### config.mk
export PLATFORM = sky130hd
export DESIGN_NAME = dot_product_sequencer
export DESIGN_NICKNAME = d
export VERILOG_FILES = /design/src/rtl/dot_product_sequencer.sv
export SDC_FILE = /design/constraint.sdc
export NUM_CORES = 1
export LEC_CHECK = 0
export BUFFER_PORTS_ARGS = -buffer_cell sky130_fd_sc_hd__buf_2
export CORE_MARGIN = 5
export CORE_UTILIZATION = 30
export CTS_CLUSTER_DIAMETER = 120
export CTS_CLUSTER_SIZE = 14
export DETAILED_ROUTE_END_ITERATION = 8
export PLACE_DENSITY = 0.53
export SYNTH_ARGS = -nofsm -noshare
export SYNTH_HDL_FRONTEND = slang
export SYNTH_SLANG_ARGS = --single-unit
### constraint.sdc
create_clock -name clk -period 3.4 [get_ports clk]
set_input_delay 0.68 -clock clk [delete_from_list [all_inputs] [get_ports clk]]
set_output_delay 0.68 -clock clk [all_outputs]
set_load 0.1 [all_outputs]
### src/rtl/dot_product_sequencer.sv
// dot_product_sequencer: drives the shared 24-bit ALU and the dual-read operand
// RAM to form the Q16.8 dot product of two vectors. Each element pair takes
// five cycles: FETCH, LOAD, MUL, SCALE (shift right by 8) and ACCUM. Every
// output comes from a register or is decoded from the registered state, so
// there is no combinational path from alu_c to any output.
module dot_product_sequencer #(
  parameter int DATA_W = 24,
  parameter int ADDR_W = 8,
  parameter int LEN_W  = 8
) (
  input  logic              clk,
  input  logic              rst_n,
  input  logic              start,
  input  logic [LEN_W-1:0]  len,
  input  logic [ADDR_W-1:0] base_a,
  input  logic [ADDR_W-1:0] base_b,
  output logic              mem_rd_en,
  output logic [ADDR_W-1:0] mem_addr_a,
  output logic [ADDR_W-1:0] mem_addr_b,
  input  logic [DATA_W-1:0] mem_data_a,
  input  logic [DATA_W-1:0] mem_data_b,
  output logic [2:0]        alu_op,
  output logic [DATA_W-1:0] alu_a,
  output logic [DATA_W-1:0] alu_b,
  input  logic [DATA_W-1:0] alu_c,
  input  logic              alu_z,
  output logic              busy,
  output logic              done,
  output logic [DATA_W-1:0] result,
  output logic              result_zero
);

  localparam logic [2:0] S_IDLE  = 3'd0;
  localparam logic [2:0] S_FETCH = 3'd1;
  localparam logic [2:0] S_LOAD  = 3'd2;
  localparam logic [2:0] S_MUL   = 3'd3;
  localparam logic [2:0] S_SCALE = 3'd4;
  localparam logic [2:0] S_ACCUM = 3'd5;
  localparam logic [2:0] S_DONE  = 3'd6;

  localparam logic [2:0] OP_ADD  = 3'd0;
  localparam logic [2:0] OP_MUL  = 3'd1;
  localparam logic [2:0] OP_SFTR = 3'd3;

  logic [2:0]        state;
  logic [LEN_W-1:0]  len_r;
  logic [ADDR_W-1:0] base_a_r;
  logic [ADDR_W-1:0] base_b_r;
  // The index only counts up to len-1, so it never wraps before the compare,
  // even for the largest len.
  logic [LEN_W-1:0]  idx;
  logic [DATA_W-1:0] ra;
  logic [DATA_W-1:0] rb;
  logic [DATA_W-1:0] prod;
  logic [DATA_W-1:0] sc;
  logic [DATA_W-1:0] acc;
  logic              zflag;

  logic              last_elem;
  assign last_elem = (idx == len_r - LEN_W'(1));

  // State machine and datapath registers; reset aborts any run in progress.
  always_ff @(posedge clk or negedge rst_n) begin
    if (!rst_n) begin
      state       <= S_IDLE;
      len_r       <= '0;
      base_a_r    <= '0;
      base_b_r    <= '0;
      idx         <= '0;
      ra          <= '0;
      rb          <= '0;
      prod        <= '0;
      sc          <= '0;
      acc         <= '0;
      zflag       <= 1'b0;
      result      <= '0;
      result_zero <= 1'b0;
    end else begin
      // NOTE: non-blocking assignments throughout, so every register here
      // sees the values from before this edge regardless of statement order.
      case (state)
        S_IDLE: begin
          if (start) begin
            len_r    <= len;
            base_a_r <= base_a;
            base_b_r <= base_b;
            idx      <= '0;
            acc      <= '0;
            // An empty vector yields a zero result, so the flag starts set.
            zflag    <= 1'b1;
            state    <= (len == '0) ? S_DONE : S_FETCH;
          end
        end
        S_FETCH: state <= S_LOAD;
        S_LOAD: begin
          ra    <= mem_data_a;
          rb    <= mem_data_b;
          state <= S_MUL;
        end
        S_MUL: begin
          // Only the low DATA_W bits of the product survive.
          prod  <= alu_c;
          state <= S_SCALE;
        end
        S_SCALE: begin
          sc    <= alu_c;
          state <= S_ACCUM;
        end
        S_ACCUM: begin
          acc   <= alu_c;
          zflag <= alu_z;
          if (last_elem) begin
            state <= S_DONE;
          end else begin
            idx   <= idx + LEN_W'(1);
            state <= S_FETCH;
          end
        end
        S_DONE: begin
          result      <= acc;
          result_zero <= zflag;
          state       <= S_IDLE;
        end
        default: state <= S_IDLE;
      endcase
    end
  end

  // Output decode from the registered state and datapath registers.
  always_comb begin
    // NOTE: every output gets a default first so no path leaves one unassigned
    // and no latch is inferred.
    mem_rd_en  = 1'b0;
    mem_addr_a = '0;
    mem_addr_b = '0;
    alu_op     = OP_ADD;
    alu_a      = '0;
    alu_b      = '0;
    case (state)
      S_FETCH: begin
        mem_rd_en  = 1'b1;
        mem_addr_a = base_a_r + ADDR_W'(idx);
        mem_addr_b = base_b_r + ADDR_W'(idx);
      end
      S_MUL: begin
        alu_op = OP_MUL;
        alu_a  = ra;
        alu_b  = rb;
      end
      S_SCALE: begin
        alu_op = OP_SFTR;
        alu_a  = prod;
      end
      S_ACCUM: begin
        alu_op = OP_ADD;
        alu_a  = acc;
        alu_b  = sc;
      end
      default: ;
    endcase
  end

  assign busy = (state != S_IDLE);
  assign done = (state == S_DONE);

endmodule

==> results.md <==
- Average size of a mapped cell: 10.4 um^2
- CTS clk-pin slew, worst paths: 0.08 ns
- Cell family with most CP delay: adder cells
- Initial core utilization: 30.2%
- Compound-gate portion of the synthesized area: 8.22%
- Area Growth Syn to Fin: 35.9%
- Synth Warn #: 0
- Worst hold slack: 0.244 ns
- Post-Synth Simple-Gate Area: 15.1%
- Worst Path Required: 2.72 ns
- Longest Clk Path Bufs: 2
- Gp weighted congestion: 0.797
- Overall Power: 13700 uW
- Min cycle time layout: 3.24 ns
- Post-synthesis register bit count: 181
- WL final: 25.6 mm
- Post-Synth XOR/XNOR Area: 2.33%
- Crit path depth: 9
- Async SR Flop Fraction: 100%
- Dpl hpwl: 17.5 mm
- Die height: 179 um
- IO Pins: 195
- Syn Nets: 941
- Max Clk Rate: 0.309 GHz
- DIE WIDTH: 179 um
- CTS Sinks: 181
- Reg2Reg Capture Point: idx[1]$_DFFE_PN0P_
- Via density per instance: 4.65
- Final Setup Violations: 0
- Post-synth EDFFs: 0
- WP data arrival: 2.56 ns
- Final Cycle Share: 95.3%
- Crit Path Max Fanout: 3
- Post-Synthesis Cells: 823
- Clock skew: 0.0198 ns
- IO buf count: 193
- Crit Path Category: flop to output pin
- R2R cell count: 8
- Max-slew violations: 0
- Mapped Area: 8590 um^2
- Share of cells above drive strength 1: 36.2%
- Largest net degree at the start of global routing: 75
- Synth Area in Adders: 2.80%
- DIE AREA: 32100 um^2
- Core area: 28500 um^2
- Main combinational cell family by area after synthesis: multiplexers
- Initial antenna violation count: 2
- Via count: 6576
- CP endpoint kind: output pin
- Final nets: 1134
- Max H-tree Level: 4
- Pleak: 0.00554 uW
- Least-Margin Pin Slew: 0.716 ns
- Final Hold Vio Count: 0
- RR Startpoint: len_r[0]$_DFFE_PN0P_
- CTS tree: done
- Cell variety after synth: 45
- DR pass1 iterations: 5
- Status: finished, final reports clean
- Drt wl/cell: 18.1 um
- GR Overflow Total: 0
- Worst path bufs/invs: 1
- Slew headroom: 52.2%
- CTS Hold Bufs: 0
- Root buf cell: clkbuf_16
- Crit-path max cell delay: 0.44 ns
- DRC marker count from the first detailed-route iteration: 345
- CP Launch Type: flop
- Residual DRC count: 0
- Clk_lat worst skew: 0.44 ns
- Setup crit end: mem_addr_b[6]
- Slowest CP cell: dfrtp_2
- Post-synthesis mux area share: 16.1%
- R2R setup slack: 0.98 ns
- Synth Flop Type: dfrtp_1
- Global-route wire length before repair: 40.2 mm
- Vias in the first global route: 6937
- CP cell instances: ha_1 -> fa_1 -> a21o_1 -> a21oi_2 -> o21bai_1 -> a21oi_1 -> xor2_1 -> nor2_2 -> buf_12
- Worst hold-check path type: primary input to async pin
- Worst vdd ir: 0.416 mV
- Post-route ant nets: 0
- CTS buffer count: 17
- Max Cap Violations: 0
- Seq/Total Area, Yosys: 52.7%
- Pwr/cell area: 1180 nW/um^2
- Aggregate global-route resource usage: 16.3%
- Crit path launch: idx[0]$_DFFE_PN0P_
- Row count: 62
==> what timing repair did <==
action | CTS | global route
setup endpoints to repair | 5 | 4
resized for setup | 6 | 8
pin swaps | 0 | 7
buffers inserted | 1 | 4
==> worst reg2reg max path, delay by kind of cell, from the launching register on <==
kind / cells / cell delay, ns
XOR/XNOR: 1 / 0.15
AO/OA/AOI/OAI: 3 / 0.82
adder cells (fa/ha/maj): 1 / 0.30
buffers and inverters: 1 / 0.07
AND/OR/NAND/NOR: 2 / 0.54
flip-flops: 1 / 0.46
==> cell families (layout without fill, tap and decap cells) <==
kind of cell | after synthesis | in the layout
AND/OR/NAND/NOR | 317 | 317
flip-flops | 181 | 181
multiplexers | 126 | 126
AO/OA/AOI/OAI | 100 | 100
buffers and inverters | 58 | 263
XOR/XNOR | 22 | 22
adder cells (fa/ha/maj) | 18 | 18
other | 1 | 3
==> where the power goes <==
group	switching (uW)	leakage, uW	total [uW]	internal [uW]
Sequential	597	0.00224	3720	3120
Combinational	5310	0.00302	8010	2700
Clock	1000	0.000280	1990	989
==> cells in the mapped netlist (11+ instances only) <==
| cell type | number | area share, % |
|---|---|---|
| o21ai_0 | 30 | 1.7 |
| nand3_1 | 33 | 1.9 |
| mux2_2 | 96 | 13 |
| inv_1 | 11 | 0.48 |
| ha_1 | 16 | 2.3 |
| nand2_1 | 236 | 10 |
| clkbuf_1 | 38 | 1.7 |
| xnor2_1 | 11 | 1.1 |
| dfrtp_1 | 181 | 53 |
| mux2i_1 | 30 | 3.5 |
| nor2_1 | 20 | 0.87 |
| a22o_1 | 24 | 2.4 |
| a21oi_1 | 20 | 1.2 |
==> per-layer routing <==
layer / share of wire (%) / track usage [%] / wire, um
met5: 0 / 0 / 0
met4: 1.1 / 4.22 / 290
met3: 4.3 / 3.12 / 1090
met2: 49 / 26.5 / 12500
met1: 46 / 22.5 / 11700
==> per-stage QoR <==
step	util (%)	instance area, um^2	setup TNS (ns)	std cells	worst slack, ns
final	41.0	11700	0	1414	0.160
after global routing	41.0	11700	-0.00831	1414	-0.00831
after CTS	40.8	11600	0	1408	0.00392
after detailed placement	38.6	11000	0	1376	0.292
after global placement	38.6	11000	0	1376	0.318
after floorplan	-	8610	-0.199	823	-0.0294
==> worst min-delay path by stage <==
stage,to,slack (ns),depth (start not counted),startpoint
final,base_a_r[1]$_DFFE_PN0P_,0.24,1,rst_n
after detailed placement,result_zero$_DFFE_PN0P_,0.45,2,zflag$_DFFE_PN0P_
after CTS,base_a_r[1]$_DFFE_PN0P_,0.28,1,rst_n
after floorplan,acc[0]$_DFFE_PN0P_,0.38,0,rst_n
after global routing,base_a_r[1]$_DFFE_PN0P_,0.29,1,rst_n
after global placement,result_zero$_DFFE_PN0P_,0.45,2,zflag$_DFFE_PN0P_
==> cell usage in the layout (no fill, tap or decap), types with 3 or more instances in the layout <==
cell	count
nand2_1	236
dfrtp_1	177
buf_2	131
mux2_2	96
buf_12	63
nand3_1	33
mux2i_1	30
o21ai_1	27
a22o_1	24
buf_4	24
clkbuf_16	17
ha_1	16
a21oi_1	13
nor2_1	13
inv_1	11
xnor2_1	11
xor2_1	10
a21oi_2	7
nor2_2	5
nor3_1	5
a21o_1	4
o21bai_1	4
and2_1	4
o21ai_0	4
nand4_1	4
nand2b_1	4
clkinv_8	4
dfrtp_2	4
nor4_1	3
inv_8	3
==> registers in the layout (all words and copies together), names as in the netlist <==
signal	flops
prod	24
len_r	8
base_b_r	8
acc	24
zflag	1
result	24
sc	24
rb	24
base_a_r	8
state	3
ra	24
result_zero	1
idx	8
==> layout make-up <==
type,count,area (um^2)
inverter,13,48.8
multi-input combinational,584,3910
clock inverter,14,165
fill,2786,16800
clock buffer,17,425
antenna,2,5.00
timing repair buffer,219,2110
sequential,181,4530
tap,384,480
Note: power is estimated with default switching activity, not from simulation.
